<file path="src/rtl/timer_pkg.sv">
// timer_pkg
// Shared definitions for the countdown timer sequencer:
//   - state_e      : FSM state encoding (IDLE=0, SET=1, RUN=2, PAUSE=3, ALARM=4)
//   - digit maxima : largest legal value of each BCD digit position
//   - *_OFS        : bit offset of each 4-bit BCD digit in the 24-bit packed
//                    value {hrs1,hrs0,min1,min0,sec1,sec0}
//   - clamp_bcd    : forces an arbitrary 24-bit value into a legal 00:00:00..23:59:59
package timer_pkg;

  typedef enum logic [2:0] {
    ST_IDLE  = 3'd0,
    ST_SET   = 3'd1,
    ST_RUN   = 3'd2,
    ST_PAUSE = 3'd3,
    ST_ALARM = 3'd4
  } state_e;

  localparam logic [3:0] UNITS_MAX    = 4'd9;
  localparam logic [3:0] TENS_MAX     = 4'd5;
  localparam logic [3:0] HRS1_MAX     = 4'd2;
  localparam logic [3:0] HRS0_MAX_TOP = 4'd3;

  localparam int SEC0_OFS = 0;
  localparam int SEC1_OFS = 4;
  localparam int MIN0_OFS = 8;
  localparam int MIN1_OFS = 12;
  localparam int HRS0_OFS = 16;
  localparam int HRS1_OFS = 20;

  function automatic logic [3:0] clamp_digit(input logic [3:0] d, input logic [3:0] max);
    return (d > max) ? max : d;
  endfunction

  // Each digit is saturated independently; then 2x hours are limited to 23
  // so the result is always a legal time of day.
  function automatic logic [23:0] clamp_bcd(input logic [23:0] v);
    logic [23:0] r;
    logic [3:0]  h1;
    logic [3:0]  h0;
    r = '0;
    r[SEC0_OFS +: 4] = clamp_digit(v[SEC0_OFS +: 4], UNITS_MAX);
    r[SEC1_OFS +: 4] = clamp_digit(v[SEC1_OFS +: 4], TENS_MAX);
    r[MIN0_OFS +: 4] = clamp_digit(v[MIN0_OFS +: 4], UNITS_MAX);
    r[MIN1_OFS +: 4] = clamp_digit(v[MIN1_OFS +: 4], TENS_MAX);
    h1 = clamp_digit(v[HRS1_OFS +: 4], HRS1_MAX);
    h0 = clamp_digit(v[HRS0_OFS +: 4], UNITS_MAX);
    if (h1 == HRS1_MAX && h0 > HRS0_MAX_TOP) h0 = HRS0_MAX_TOP;
    r[HRS1_OFS +: 4] = h1;
    r[HRS0_OFS +: 4] = h0;
    return r;
  endfunction

endpackage

</file>
<file path="src/rtl/timer_bcd_dec.sv">
// timer_bcd_dec
// Combinational one-second decrement of a packed BCD time value.
// Ports:
//   bcd_i  [23:0] : current time {hrs1,hrs0,min1,min0,sec1,sec0}
//   bcd_o  [23:0] : bcd_i minus one second (00:00:00 wraps to 23:59:59)
//   zero_o        : high when bcd_o is 00:00:00
module timer_bcd_dec
  import timer_pkg::*;
(
  input  logic [23:0] bcd_i,
  output logic [23:0] bcd_o,
  output logic        zero_o
);

  logic       borrow;
  logic [3:0] h1;
  logic [3:0] h0;

  // Ripple a borrow up through sec0, sec1, min0, min1 (maxima 9,5,9,5),
  // then treat the hours pair as a decimal 00..23 counter.
  always_comb begin
    bcd_o  = bcd_i;
    borrow = 1'b1;

    if (bcd_i[SEC0_OFS +: 4] == 4'd0) begin
      bcd_o[SEC0_OFS +: 4] = UNITS_MAX;
    end else begin
      bcd_o[SEC0_OFS +: 4] = bcd_i[SEC0_OFS +: 4] - 4'd1;
      borrow = 1'b0;
    end

    if (borrow) begin
      if (bcd_i[SEC1_OFS +: 4] == 4'd0) begin
        bcd_o[SEC1_OFS +: 4] = TENS_MAX;
      end else begin
        bcd_o[SEC1_OFS +: 4] = bcd_i[SEC1_OFS +: 4] - 4'd1;
        borrow = 1'b0;
      end
    end

    if (borrow) begin
      if (bcd_i[MIN0_OFS +: 4] == 4'd0) begin
        bcd_o[MIN0_OFS +: 4] = UNITS_MAX;
      end else begin
        bcd_o[MIN0_OFS +: 4] = bcd_i[MIN0_OFS +: 4] - 4'd1;
        borrow = 1'b0;
      end
    end

    if (borrow) begin
      if (bcd_i[MIN1_OFS +: 4] == 4'd0) begin
        bcd_o[MIN1_OFS +: 4] = TENS_MAX;
      end else begin
        bcd_o[MIN1_OFS +: 4] = bcd_i[MIN1_OFS +: 4] - 4'd1;
        borrow = 1'b0;
      end
    end

    h1 = bcd_i[HRS1_OFS +: 4];
    h0 = bcd_i[HRS0_OFS +: 4];
    if (borrow) begin
      if (h0 != 4'd0) begin
        h0 = h0 - 4'd1;
      end else if (h1 != 4'd0) begin
        h1 = h1 - 4'd1;
        h0 = UNITS_MAX;
      end else begin
        h1 = HRS1_MAX;
        h0 = HRS0_MAX_TOP;
      end
    end
    bcd_o[HRS1_OFS +: 4] = h1;
    bcd_o[HRS0_OFS +: 4] = h0;

    zero_o = (bcd_o == 24'd0);
  end

endmodule

</file>
<file path="src/rtl/timer_sequencer.sv">
// timer_sequencer
// Countdown timer control FSM with edit mode, pause and a timed alarm.
// Parameter:
//   ALARM_SECS : number of 1 Hz ticks the alarm stays asserted (1..63)
// Ports:
//   clk, rst (async, active low)
//   tick_1hz, start_stop, clear, set_mode : one-clk pulses
//   ld_bcd  [23:0] : value to load when leaving SET (clamped to 23:59:59)
//   cur_bcd [23:0] : remaining time
//   state   [2:0]  : FSM state code
//   running, alarm, edit_en : registered state decodes
// Build option:
//   TIMER_AUTO_RELOAD_EN : keep a shadow of the last load and restart from it
//                          when the alarm times out.
module timer_sequencer
  import timer_pkg::*;
#(
  parameter int ALARM_SECS = 10
) (
  input  logic        clk,
  input  logic        rst,
  input  logic        tick_1hz,
  input  logic        start_stop,
  input  logic        clear,
  input  logic        set_mode,
  input  logic [23:0] ld_bcd,
  output logic [23:0] cur_bcd,
  output logic [2:0]  state,
  output logic        running,
  output logic        alarm,
  output logic        edit_en
);

  localparam logic [5:0] ALARM_LOAD = 6'(ALARM_SECS);

  state_e      state_q, state_d;
  logic [23:0] cur_q, cur_d;
  logic [5:0]  alarm_cnt_q, alarm_cnt_d;
  logic        running_q, running_d;
  logic        alarm_q, alarm_d;
  logic        edit_en_q, edit_en_d;
  logic [23:0] dec_bcd;
  logic        dec_zero;
  logic [23:0] load_bcd;
`ifdef TIMER_AUTO_RELOAD_EN
  logic [23:0] shadow_q, shadow_d;
`endif

  timer_bcd_dec u_dec (
    .bcd_i  (cur_q),
    .bcd_o  (dec_bcd),
    .zero_o (dec_zero)
  );

  assign load_bcd = clamp_bcd(ld_bcd);

  always_ff @(posedge clk or negedge rst) begin
    if (!rst) begin
      state_q     <= ST_IDLE;
      cur_q       <= '0;
      alarm_cnt_q <= '0;
      running_q   <= 1'b0;
      alarm_q     <= 1'b0;
      edit_en_q   <= 1'b0;
`ifdef TIMER_AUTO_RELOAD_EN
      shadow_q    <= '0;
`endif
    end else begin
      state_q     <= state_d;
      cur_q       <= cur_d;
      alarm_cnt_q <= alarm_cnt_d;
      running_q   <= running_d;
      alarm_q     <= alarm_d;
      edit_en_q   <= edit_en_d;
`ifdef TIMER_AUTO_RELOAD_EN
      shadow_q    <= shadow_d;
`endif
    end
  end

  // Next-state logic. clear overrides everything; within each state the
  // inputs are tested in priority order set_mode > start_stop > tick_1hz.
  // set_mode only acts in IDLE/SET and is transparent elsewhere.
  always_comb begin
    state_d     = state_q;
    cur_d       = cur_q;
    alarm_cnt_d = alarm_cnt_q;
`ifdef TIMER_AUTO_RELOAD_EN
    shadow_d    = shadow_q;
`endif

    if (clear) begin
      state_d     = ST_IDLE;
      cur_d       = '0;
      alarm_cnt_d = '0;
    end else begin
      case (state_q)
        ST_IDLE: begin
          if (set_mode) begin
            state_d = ST_SET;
          end else if (start_stop && cur_q != 24'd0) begin
            state_d = ST_RUN;
          end
        end

        ST_SET: begin
          if (set_mode) begin
            state_d  = ST_IDLE;
            cur_d    = load_bcd;
`ifdef TIMER_AUTO_RELOAD_EN
            shadow_d = load_bcd;
`endif
          end
        end

        // A tick coinciding with start_stop is dropped.
        ST_RUN: begin
          if (start_stop) begin
            state_d = ST_PAUSE;
          end else if (tick_1hz) begin
            cur_d = dec_bcd;
            if (dec_zero) begin
              state_d     = ST_ALARM;
              alarm_cnt_d = ALARM_LOAD;
            end
          end
        end

        ST_PAUSE: begin
          if (start_stop) state_d = ST_RUN;
        end

        ST_ALARM: begin
          if (start_stop) begin
            state_d     = ST_IDLE;
            cur_d       = '0;
            alarm_cnt_d = '0;
          end else if (tick_1hz) begin
            alarm_cnt_d = alarm_cnt_q - 6'd1;
            // The last alarm tick; <= also covers a count that is already 0.
            if (alarm_cnt_q <= 6'd1) begin
              alarm_cnt_d = '0;
`ifdef TIMER_AUTO_RELOAD_EN
              if (shadow_q != 24'd0) begin
                state_d = ST_RUN;
                cur_d   = shadow_q;
              end else begin
                state_d = ST_IDLE;
                cur_d   = '0;
              end
`else
              state_d = ST_IDLE;
              cur_d   = '0;
`endif
            end
          end
        end

        default: begin
          state_d = ST_IDLE;
        end
      endcase
    end
  end

  // Decodes are taken from the next state and registered alongside it so
  // the outputs come straight from flops and stay glitch-free.
  always_comb begin
    running_d = (state_d == ST_RUN);
    alarm_d   = (state_d == ST_ALARM);
    edit_en_d = (state_d == ST_SET);
  end

  assign cur_bcd = cur_q;
  assign state   = state_q;
  assign running = running_q;
  assign alarm   = alarm_q;
  assign edit_en = edit_en_q;

endmodule

</file>
<file path="config.mk">
export PLATFORM = sky130hd
export DESIGN_NAME = timer_sequencer
export DESIGN_NICKNAME = d
export VERILOG_FILES = /design/src/rtl/timer_pkg.sv /design/src/rtl/timer_bcd_dec.sv /design/src/rtl/timer_sequencer.sv
export SDC_FILE = /design/constraint.sdc
export NUM_CORES = 1
export LEC_CHECK = 0
export BUFFER_PORTS_ARGS = -buffer_cell sky130_fd_sc_hd__clkbuf_2
export CORE_ASPECT_RATIO = 0.9
export CORE_UTILIZATION = 56
export DETAILED_ROUTE_END_ITERATION = 16
export PLACE_DENSITY = 0.81
export SLEW_MARGIN = 20
export SYNTH_ARGS = -nofsm -noshare
export SYNTH_HDL_FRONTEND = slang
export SYNTH_HIERARCHICAL = 1
export SYNTH_SLANG_ARGS = --single-unit
</file>
<file path="constraint.sdc">
create_clock -name clk -period 3.7 [get_ports clk]
set_input_delay 0.555 -clock clk [delete_from_list [all_inputs] [get_ports clk]]
set_output_delay 0.555 -clock clk [all_outputs]
set_load 0.005 [all_outputs]
</file>
==> flow_summary.yaml, run 1 <==
status:
  status: "complete, no violations"
worst_setup_path:
  crit_chain: "nor4_1 > nand3_1 > nor3_2 > nand3_1 > a2111oi_0 > and4bb_1 > a311oi_2 > a21oi_2 > mux2_2"
  cp_common_cell: "nand3_1"
  cp_slowest_cell: "nor4_1"
  cp-start-kind: "flip-flop"
  path_class: "flip-flop to flip-flop"
  arrival_ns: 3.65
  cp_max_fo: 10
  cp-end-kind: "flip-flop"
  critPathRequiredTime_ns: 3.87
  cpPeakStageDelay_ns: 0.58
  cp_top_family: "simple AND/OR/NAND/NOR gates"
  cp_num_buf_inv: 0
layout:
  area_delta_synth_final_pct: 13.1
  fin_area_um2: 3440
  seqCellArea_um2: 901
  multi_input_area_um2: 1950
  final_nets: 426
  drive_gt1_frac: 0.293
  fill_cells: 433
  antenna_cells: 0
  utilization: 0.658
clocking:
  cts_root_buffer: "clkbuf_8"
  clkLatencyLatePin_ns: 0.29
  clock_path_buffers: 2
  ctsHtreeMaxLevel: 2
  cts_setup_buffers: 0
  cts_buffers: 5
  clock_sinks: 36
  clk_pin_slew_ns: 0.07
  cts_tree: "built"
global_route:
  grt_max_degree: 37
  track_usage: 0.298
  overflow: 0
  grt_pass1_vias: 2769
  antenna_found_initial: 0
  grt_pass1_wl_um: 13200
floorplan:
  die_w_um: 79.7
  dieArea_um2: 5730
  die_h_um: 71.9
  fp-row-count: 25
  core_region_area_um2: 5220
  ios: 60
  start_util: 0.582
sta:
  rsz0062_at_grt: "no"
  timing.final.ws_setup_ns: 0.222
  hold_viol: 0
  timing.fmax_mhz: 288
  maxSlewHeadroom: 0.371
  min_period_over_period: 0.940
  tns_ns: 0
  drv_slew: 0
  clock_skew_ns: 0.00566
  final.min_clock_period_ns: 3.48
  worst_pin_slew_ns: 0.943
  setup_violations: 0
detailed_routing:
  postRouteAntennaNets: 0
  dr.first_iter.drc_count: 207
  vias: 2854
  drc: 0
  wl_per_cell_um: 16.8
  first_pass_iters: 6
  wl_um: 7720
  detail_route.vias_per_cell: 6.22
logic_synthesis:
  yosysSeqAreaShare: 0.296
  yosysWarnings: 6
  synthArstFlopShare: 1.00
  ys_ff_latch: 36
  synth_cell_types: 70
  syn_nets: 371
  syn-cell-area_um2: 3040
  synth-edff-count: 0
  synth.avg_cell_area_um2: 9.05
  synth_flop_cell: "dfrtp_1"
  synthCells: 336
power:
  power_density_nw_per_um2: 397
  peakVddDrop_mv: 0.236
  p_int_w: 0.000840
  p_clk_frac: 0.218
  power.switching_w: 0.000522
  p_comb_frac: 0.383
  seqPwrFrac: 0.399
  leakage_nw: 1.59
  sw_frac_of_total: 0.383
placement:
  placedInstanceArea_um2: 3340
  dp_slack_ns: 0.260
  io_buffers: 59
  gp_congestion: 0.916
  place_hpwl_um: 5520
flow_run:
  drv_cap: 0
worst_hold_path:
  min_path_type: "input pin to async pin"
flip-flops by register name, summed over array words and instances (netlist names):
| name | cells |
|---|---|
| alarm | 1 |
| alarm_cnt_q | 6 |
| running | 1 |
| edit_en | 1 |
| cur_bcd | 24 |
| state | 3 |
path summary, 6_finish.rpt:
kind,start,endpoint,slack [ns],depth (start not counted)
worst min-delay path,rst,cur_bcd[22]$_DFFE_PN0P_,0.39,1
min in group clk,cur_bcd[17]$_DFFE_PN0P_,cur_bcd[17]$_DFFE_PN0P_,0.61,2
worst max register to register,cur_bcd[5]$_DFFE_PN0P_,alarm_cnt_q[0]$_DFFE_PN0P_,0.22,9
worst min register to register,cur_bcd[17]$_DFFE_PN0P_,cur_bcd[17]$_DFFE_PN0P_,0.61,2
worst max-delay path,cur_bcd[5]$_DFFE_PN0P_,alarm_cnt_q[0]$_DFFE_PN0P_,0.22,9
max in group asynchronous,rst,cur_bcd[17]$_DFFE_PN0P_,2.71,1
cell families (layout without fill, tap and decap cells):
kind of cell | after synthesis | after routing | share of synthesized area
simple gates | 137 | 137 | 0.253
compound gates | 84 | 84 | 0.215
flops | 36 | 36 | 0.296
buf+inv | 36 | 92 | 0.0634
mux | 32 | 32 | 0.134
xor+xnor | 6 | 6 | 0.0173
fa+ha+maj | 5 | 5 | 0.0206
cell usage after synthesis, types with 4 or more instances:
cell	instances	area [um2]
nand2_1	42	158
a211o_1	4	35.0
a211oi_1	4	30.0
mux2i_1	8	80.1
buf_2	7	35.0
a311oi_1	4	35.0
nor2b_1	5	31.3
xor2_1	4	35.0
dfrtp_1	36	901
ha_1	5	62.6
nand3_1	10	50.1
mux2_4	15	225
inv_1	20	75.1
nand2b_1	10	62.6
a31oi_1	4	25.0
a21oi_1	4	20.0
mux2_2	8	90.1
a22oi_1	10	75.1
nor4_1	12	75.1
o21ai_0	23	115
nor2_1	23	86.3
nor3_1	4	20.0
through the flow:
step	hold slack [ns]	cells	power [W]
final	0.391	459	0.00136
after detailed placement	0.580	451	0.00106
after global routing	0.483	459	0.00144
after CTS	0.428	459	0.00136
after floorplan	0.259	336	0.000907
after global placement	0.566	451	0.00105
what timing repair did:
item                                    in CTS  in global routing
endpoints found under the setup margin       0                  2
gates resized for setup                      0                  1
hold buffers                                 0                  0
endpoints found under the hold margin        0                  0
power by group through the flow:
stage | registers, W | clock network, W | logic (W)
floorplan | 0.000517 | 0 | 0.000389
global placement | 0.000544 | 0 | 0.000505
detailed placement | 0.000547 | 0 | 0.000512
CTS | 0.000540 | 0.000301 | 0.000516
global route | 0.000552 | 0.000313 | 0.000578
finish | 0.000544 | 0.000297 | 0.000522
layer usage:
layer,routed length [um],GRT usage
met4,191,0.117
met5,0,0
met2,3560,0.472
met1,3510,0.402
met3,450,0.0591
worst register-to-register path: stages (launching register included):
cell       delay, ns
dfrtp_1         0.48
nor4_1          0.58
nand3_1         0.22
nor3_2          0.40
nand3_1         0.13
a2111oi_0       0.42
and4bb_1        0.37
a311oi_2        0.18
a21oi_2         0.22
mux2_2          0.36
layout by cell type, fill, tap and decap left out, drive strengths merged, types with 3 or more instances in the layout:
cell,synthesis,final
nor2b,6,6
a21oi,4,4
nand2b,10,10
a211oi,4,4
nor2,23,23
nand3b,3,3
buf,14,5
dfrtp,36,36
o2bb2ai,3,3
nand2,42,42
inv,20,20
xor2,4,4
o21ai,25,25
a22oi,10,10
clkbuf,2,67
nand3,11,11
or4,6,6
a31oi,4,4
a211o,4,4
mux2,24,24
mux2i,8,8
a32oi,4,4
and2,3,3
nor3b,3,3
ha,5,5
nor3,7,7
a2111oi,3,3
nor4,12,12
a2bb2oi,3,3
a311oi,5,5
layout make-up:
cell class,count,share of cell area
Sequential cell,36,0.262
Inverter,20,0.0218
Tap cell,67,0.0244
Timing Repair Buffer,64,0.0969
Multi-Input combinational cell,264,0.568
Clock buffer,8,0.0262
Note: power is estimated with default switching activity, not from simulation.
==> inputs of run 2 (changes only) <==
==> constraint.sdc (replaced) <==
create_clock -name clk -period 3.4 [get_ports clk]
set_input_delay 0.51 -clock clk [delete_from_list [all_inputs] [get_ports clk]]
set_output_delay 0.51 -clock clk [all_outputs]
set_load 0.005 [all_outputs]
==> run 2 against run 1 <==
- flip-flop and latch count stayed put
- sequential share of layout area decreased by 0.52 points
- register-to-register slack got worse by 0.02 ns
- core utilization up 1.3 points
- first-iteration DRC count up 7.2%
- cell count grew 1.7%
- clock skew increased by 0.0032 ns
- via count rose by 0.63%
- critical endpoint is now alarm_cnt_q[2]$_DFFE_PN0P_
- highest routed layer unchanged
- maximum frequency is 8.9% higher
- worst setup slack worse by 0.015 ns
==> flow_summary.yaml, run 2 (synthesized netlist as in run 1, its figures left out) <==
status:
  status: "complete, no violations"
clocking:
  cts_tree: "built"
  cts_hold_buf: 0
  ctsHtreeMaxLevel: 2
  clock_path_buffers: 2
  cts_buffers: 5
  clkLatencyLatePin_ns: 0.29
  clock_sinks: 36
  post_cts_resized: 0
  cts_root_buffer: "clkbuf_8"
  clk_pin_slew_ns: 0.07
  cts_setup_buffers: 0
worst_setup_path:
  reg2reg_depth: 9
  critPathRequiredTime_ns: 3.57
  r2r_setup_slack_ns: 0.21
  cp_max_fo: 6
  cp-start-kind: "flip-flop"
  cp-end-kind: "flip-flop"
  r2r_end: "alarm_cnt_q[2]$_DFFE_PN0P_"
  rr_startpoint: "cur_bcd[0]$_DFFE_PN0P_"
  path_class: "flip-flop to flip-flop"
  arrival_ns: 3.36
global_route:
  antenna_found_initial: 0
  grt_max_degree: 37
  grt_pass1_wl_um: 13100
  grt_pass1_vias: 2738
  track_usage: 0.297
  overflow: 0
sta:
  clock_skew_ns: 0.00891
  worst_pin_slew_ns: 0.930
  drv_slew: 0
  rsz0062_at_grt: "no"
  maxSlewHeadroom: 0.380
  final.min_clock_period_ns: 3.19
  hold_viol: 0
  min_period_over_period: 0.939
  tns_ns: 0
  setup_violations: 0
  timing.fmax_mhz: 313
flow_run:
  drv_cap: 0
detailed_routing:
  postRouteAntennaNets: 0
  dr.first_iter.drc_count: 222
  first_pass_iters: 5
  wl_per_cell_um: 17.2
  drc: 0
  wl_um: 8030
  detail_route.vias_per_cell: 6.15
  vias: 2872
layout:
  final_nets: 437
  final_common_cell: "clkbuf_2"
  drive_gt1_frac: 0.315
  utilization: 0.671
  largest_reg_flops: 24
  area_delta_synth_final_pct: 15.4
  final_cell_mix: "clkbuf_2 (59), nand2_1 (42), dfrtp_1 (36)"
  antenna_cells: 0
  layoutNonFillerInstCount: 467
floorplan:
  die_h_um: 71.9
  core_region_area_um2: 5220
  start_util: 0.582
  fp-row-count: 25
  ios: 60
  dieArea_um2: 5730
  die_w_um: 79.7
power:
  leakage_nw: 1.64
  peakVddDrop_mv: 0.195
  p_comb_frac: 0.425
  p_int_w: 0.000911
  sw_frac_of_total: 0.386
  p_clk_frac: 0.191
  power.switching_w: 0.000573
  power_density_nw_per_um2: 423
  seqPwrFrac: 0.384
worst_hold_path:
  min_path_type: "input pin to async pin"
placement:
  io_buffers: 59
  numPlacedInstances: 462
  place_hpwl_um: 5760
  gp_congestion: 0.922
==> run 2: changes by cell type in the layout (fill, tap and decap cells not counted), sizes merged <==
cell	before	now
buf	5	16
clkbuf	67	64
==> run 2: worst max-delay path by stage <==
stage | start | endpoint | slack, ns | cells past startpoint
floorplan | cur_bcd[0]$_DFFE_PN0P_ | alarm_cnt_q[5]$_DFFE_PN0P_ | 0.20 | 11
global placement | cur_bcd[5]$_DFFE_PN0P_ | alarm_cnt_q[0]$_DFFE_PN0P_ | 0.22 | 7
detailed placement | cur_bcd[5]$_DFFE_PN0P_ | alarm_cnt_q[1]$_DFFE_PN0P_ | 0.16 | 7
CTS | cur_bcd[5]$_DFFE_PN0P_ | alarm_cnt_q[1]$_DFFE_PN0P_ | 0.15 | 7
global route | cur_bcd[0]$_DFFE_PN0P_ | alarm_cnt_q[2]$_DFFE_PN0P_ | 0.03 | 9
finish | cur_bcd[0]$_DFFE_PN0P_ | alarm_cnt_q[2]$_DFFE_PN0P_ | 0.21 | 9
==> run 2: worst max-delay path, cell delays in order, from the launching register on <==
cell and delay, ns:
dfrtp_1 0.38, or2_1 0.24, or4_4 0.44, or4_4 0.58
o21ai_1 0.16, a2111oi_0 0.10, and4bb_1 0.26, a311oi_2 0.39
a31oi_1 0.17, a2111oi_1 0.34
==> run 2: metal layers <==
| layer | vias up | share of wire | track usage | wire, um |
|---|---|---|---|---|
| met5 | - | 0 | 0 | 0 |
| met4 | 0 | 0.019 | 0.105 | 154 |
| met3 | 13 | 0.070 | 0.0591 | 565 |
| met2 | 127 | 0.47 | 0.476 | 3740 |
| met1 | 1358 | 0.44 | 0.401 | 3570 |
| li1 | 1374 | - | - | - |
==> run 2: cell type report <==
| cell class | instances | area, um2 |
|---|---|---|
| Multi-Input combinational cell | 264 | 1960 |
| Fill cell | 434 | 1720 |
| Sequential cell | 36 | 901 |
| Timing Repair Buffer | 75 | 415 |
| Tap cell | 67 | 83.8 |
| Inverter | 20 | 75.1 |
| Clock buffer | 5 | 68.8 |
==> run 2: power by group through the flow <==
stage	combinational (W)	clock (W)	sequential (W)
2_1_floorplan	0.000424	0	0.000563
3_5_place_dp	0.000616	0	0.000572
4_1_cts	0.000619	0.000289	0.000565
6_report	0.000630	0.000284	0.000570
3_3_place_gp	0.000602	0	0.000569
5_1_grt	0.000693	0.000300	0.000578
==> run 2: stage by stage <==
stage / hold WS (ns) / worst slack, ns / area, um2 / power, W
after CTS: 0.378 / 0.154 / 3490 / 0.00147
after floorplan: 0.214 / 0.199 / 3040 / 0.000987
after global placement: 0.569 / 0.221 / 3420 / 0.00117
after global routing: 0.443 / 0.0306 / 3510 / 0.00157
final: 0.341 / 0.207 / 3510 / 0.00148
after detailed placement: 0.580 / 0.157 / 3420 / 0.00119
==> inputs of run 3 (changes only) <==
==> constraint.sdc (replaced) <==
create_clock -name clk -period 3.4 [get_ports clk]
set_input_delay 0.34 -clock clk [delete_from_list [all_inputs] [get_ports clk]]
set_output_delay 0.34 -clock clk [all_outputs]
set_load 0.005 [all_outputs]
==> run 3 against run 2 <==
- critical path depth down 2
- non-clock buffer count down 3
- global-route usage up 0.086 points
- critical path type unchanged
- highest routed layer unchanged
==> flow_summary.yaml, run 3 (synthesized netlist as in run 1, its figures left out) <==
global_route:
  grt_max_degree: 37
  track_usage: 0.298
  grt_pass1_vias: 2755
  grt_pass1_wl_um: 13300
  overflow: 0
  antenna_found_initial: 0
clocking:
  cts_tree: "built"
  clk_pin_slew_ns: 0.08
  cts_setup_buffers: 0
  cts_buffers: 5
  clkLatencyLatePin_ns: 0.29
  cts_root_buffer: "clkbuf_8"
  clock_sinks: 36
  ctsHtreeMaxLevel: 2
  clock_path_buffers: 2
sta:
  hold_viol: 0
  min_period_over_period: 0.968
  timing.fmax_mhz: 304
  clock_skew_ns: 0.00834
  worst_pin_slew_ns: 0.939
  final.min_clock_period_ns: 3.29
  rsz0062_at_grt: "no"
  maxSlewHeadroom: 0.374
  tns_ns: 0
  setup_violations: 0
  drv_slew: 0
layout:
  largest_reg_flops: 24
  antenna_cells: 0
  drive_gt1_frac: 0.310
  final_cell_mix: "clkbuf_2 (59), nand2_1 (42), dfrtp_1 (36)"
  final_nets: 434
  area_delta_synth_final_pct: 15.8
  final_common_cell: "clkbuf_2"
  layoutNonFillerInstCount: 467
  utilization: 0.674
floorplan:
  dieArea_um2: 5730
  ios: 60
  die_h_um: 71.9
  fp-row-count: 25
  core_region_area_um2: 5220
  start_util: 0.582
  die_w_um: 79.7
placement:
  gp_congestion: 0.932
  io_buffers: 59
  place_hpwl_um: 5720
  numPlacedInstances: 459
power:
  leakage_nw: 1.64
  finalPower_w: 0.00156
  peakVddDrop_mv: 0.274
  power_density_nw_per_um2: 445
worst_setup_path:
  r2r_end: "alarm_cnt_q[0]$_DFFE_PN0P_"
  path_class: "flip-flop to flip-flop"
  cp-start-kind: "flip-flop"
  cp-end-kind: "flip-flop"
  r2r_setup_slack_ns: 0.11
  reg2reg_depth: 7
  cp_max_fo: 10
  rr_startpoint: "cur_bcd[5]$_DFFE_PN0P_"
  critPathRequiredTime_ns: 3.58
  arrival_ns: 3.47
status:
  status: "complete, no violations"
worst_hold_path:
  min_path_type: "input pin to async pin"
detailed_routing:
  first_pass_iters: 5
  wl_um: 7860
  drc: 0
  vias: 2858
  postRouteAntennaNets: 0
  detail_route.vias_per_cell: 6.12
  wl_per_cell_um: 16.8
  dr.first_iter.drc_count: 272
flow_run:
  drv_cap: 0
[run 3: cell types whose count changed in the layout (fill, tap and decap cells not counted)]
cell       before  now
bufinv_16       0    1
buf_4          16   13
clkbuf_1        0    1
a21oi_2         1    0
a21oi_1         3    4
clkinv_2        0    1
[run 3: worst max path at each step]
stage,startpoint,end,slack [ns],depth (start not counted)
after floorplan,cur_bcd[0]$_DFFE_PN0P_,alarm_cnt_q[5]$_DFFE_PN0P_,0.20,11
after detailed placement,cur_bcd[5]$_DFFE_PN0P_,alarm_cnt_q[0]$_DFFE_PN0P_,0.16,7
after global routing,cur_bcd[0]$_DFFE_PN0P_,alarm_cnt_q[1]$_DFFE_PN0P_,0.04,10
after global placement,cur_bcd[5]$_DFFE_PN0P_,alarm_cnt_q[0]$_DFFE_PN0P_,0.28,7
final,cur_bcd[5]$_DFFE_PN0P_,alarm_cnt_q[0]$_DFFE_PN0P_,0.11,7
after CTS,cur_bcd[5]$_DFFE_PN0P_,alarm_cnt_q[0]$_DFFE_PN0P_,0.16,7
[run 3: stage by stage]
stage / worst slack [ns] / cell area [um2] / hold WS [ns]
global route: 0.0397 / 3520 / 0.253
floorplan: 0.199 / 3040 / 0.0444
CTS: 0.164 / 3510 / 0.204
detailed placement: 0.159 / 3400 / 0.525
global placement: 0.284 / 3400 / 0.513
finish: 0.110 / 3520 / 0.179
[run 3: final cells by class]
class / instances / area, um2
Multi-Input combinational cell: 264 / 1960
Timing Repair Buffer: 72 / 393
Clock buffer: 6 / 72.6
Clock inverter: 2 / 35.0
Tap cell: 67 / 83.8
Sequential cell: 36 / 901
Inverter: 20 / 75.1
Fill cell: 424 / 1710
[run 3: layer usage]
metal / up-vias / GRT usage / share of wire
met3: 15 / 0.0503 / 0.065
met1: 1363 / 0.409 / 0.44
li1: 1370 / - / -
met5: - / 0 / 0
met4: 0 / 0.105 / 0.020
met2: 110 / 0.476 / 0.47
[run 3: worst max-delay path, cell delays in order (launching register included)]
cell and delay (ns):
dfrtp_1 0.48, or4_1 0.58, or4_1 0.50, a2111oi_0 0.46, and4bb_1 0.31, a311oi_2 0.14, a21oi_1 0.33, mux2_2 0.38
[run 3: timing repair]
action,in CTS,in global routing
gates resized for setup,0,2
hold buffers,0,0
setup endpoints to repair,0,3
[run 3: report_power, final]
group          total [W]  switching (W)  internal, W
logic           0.000600       0.000310     0.000290
registers       0.000583       0.000103     0.000480
clock network   0.000381       0.000164     0.000218
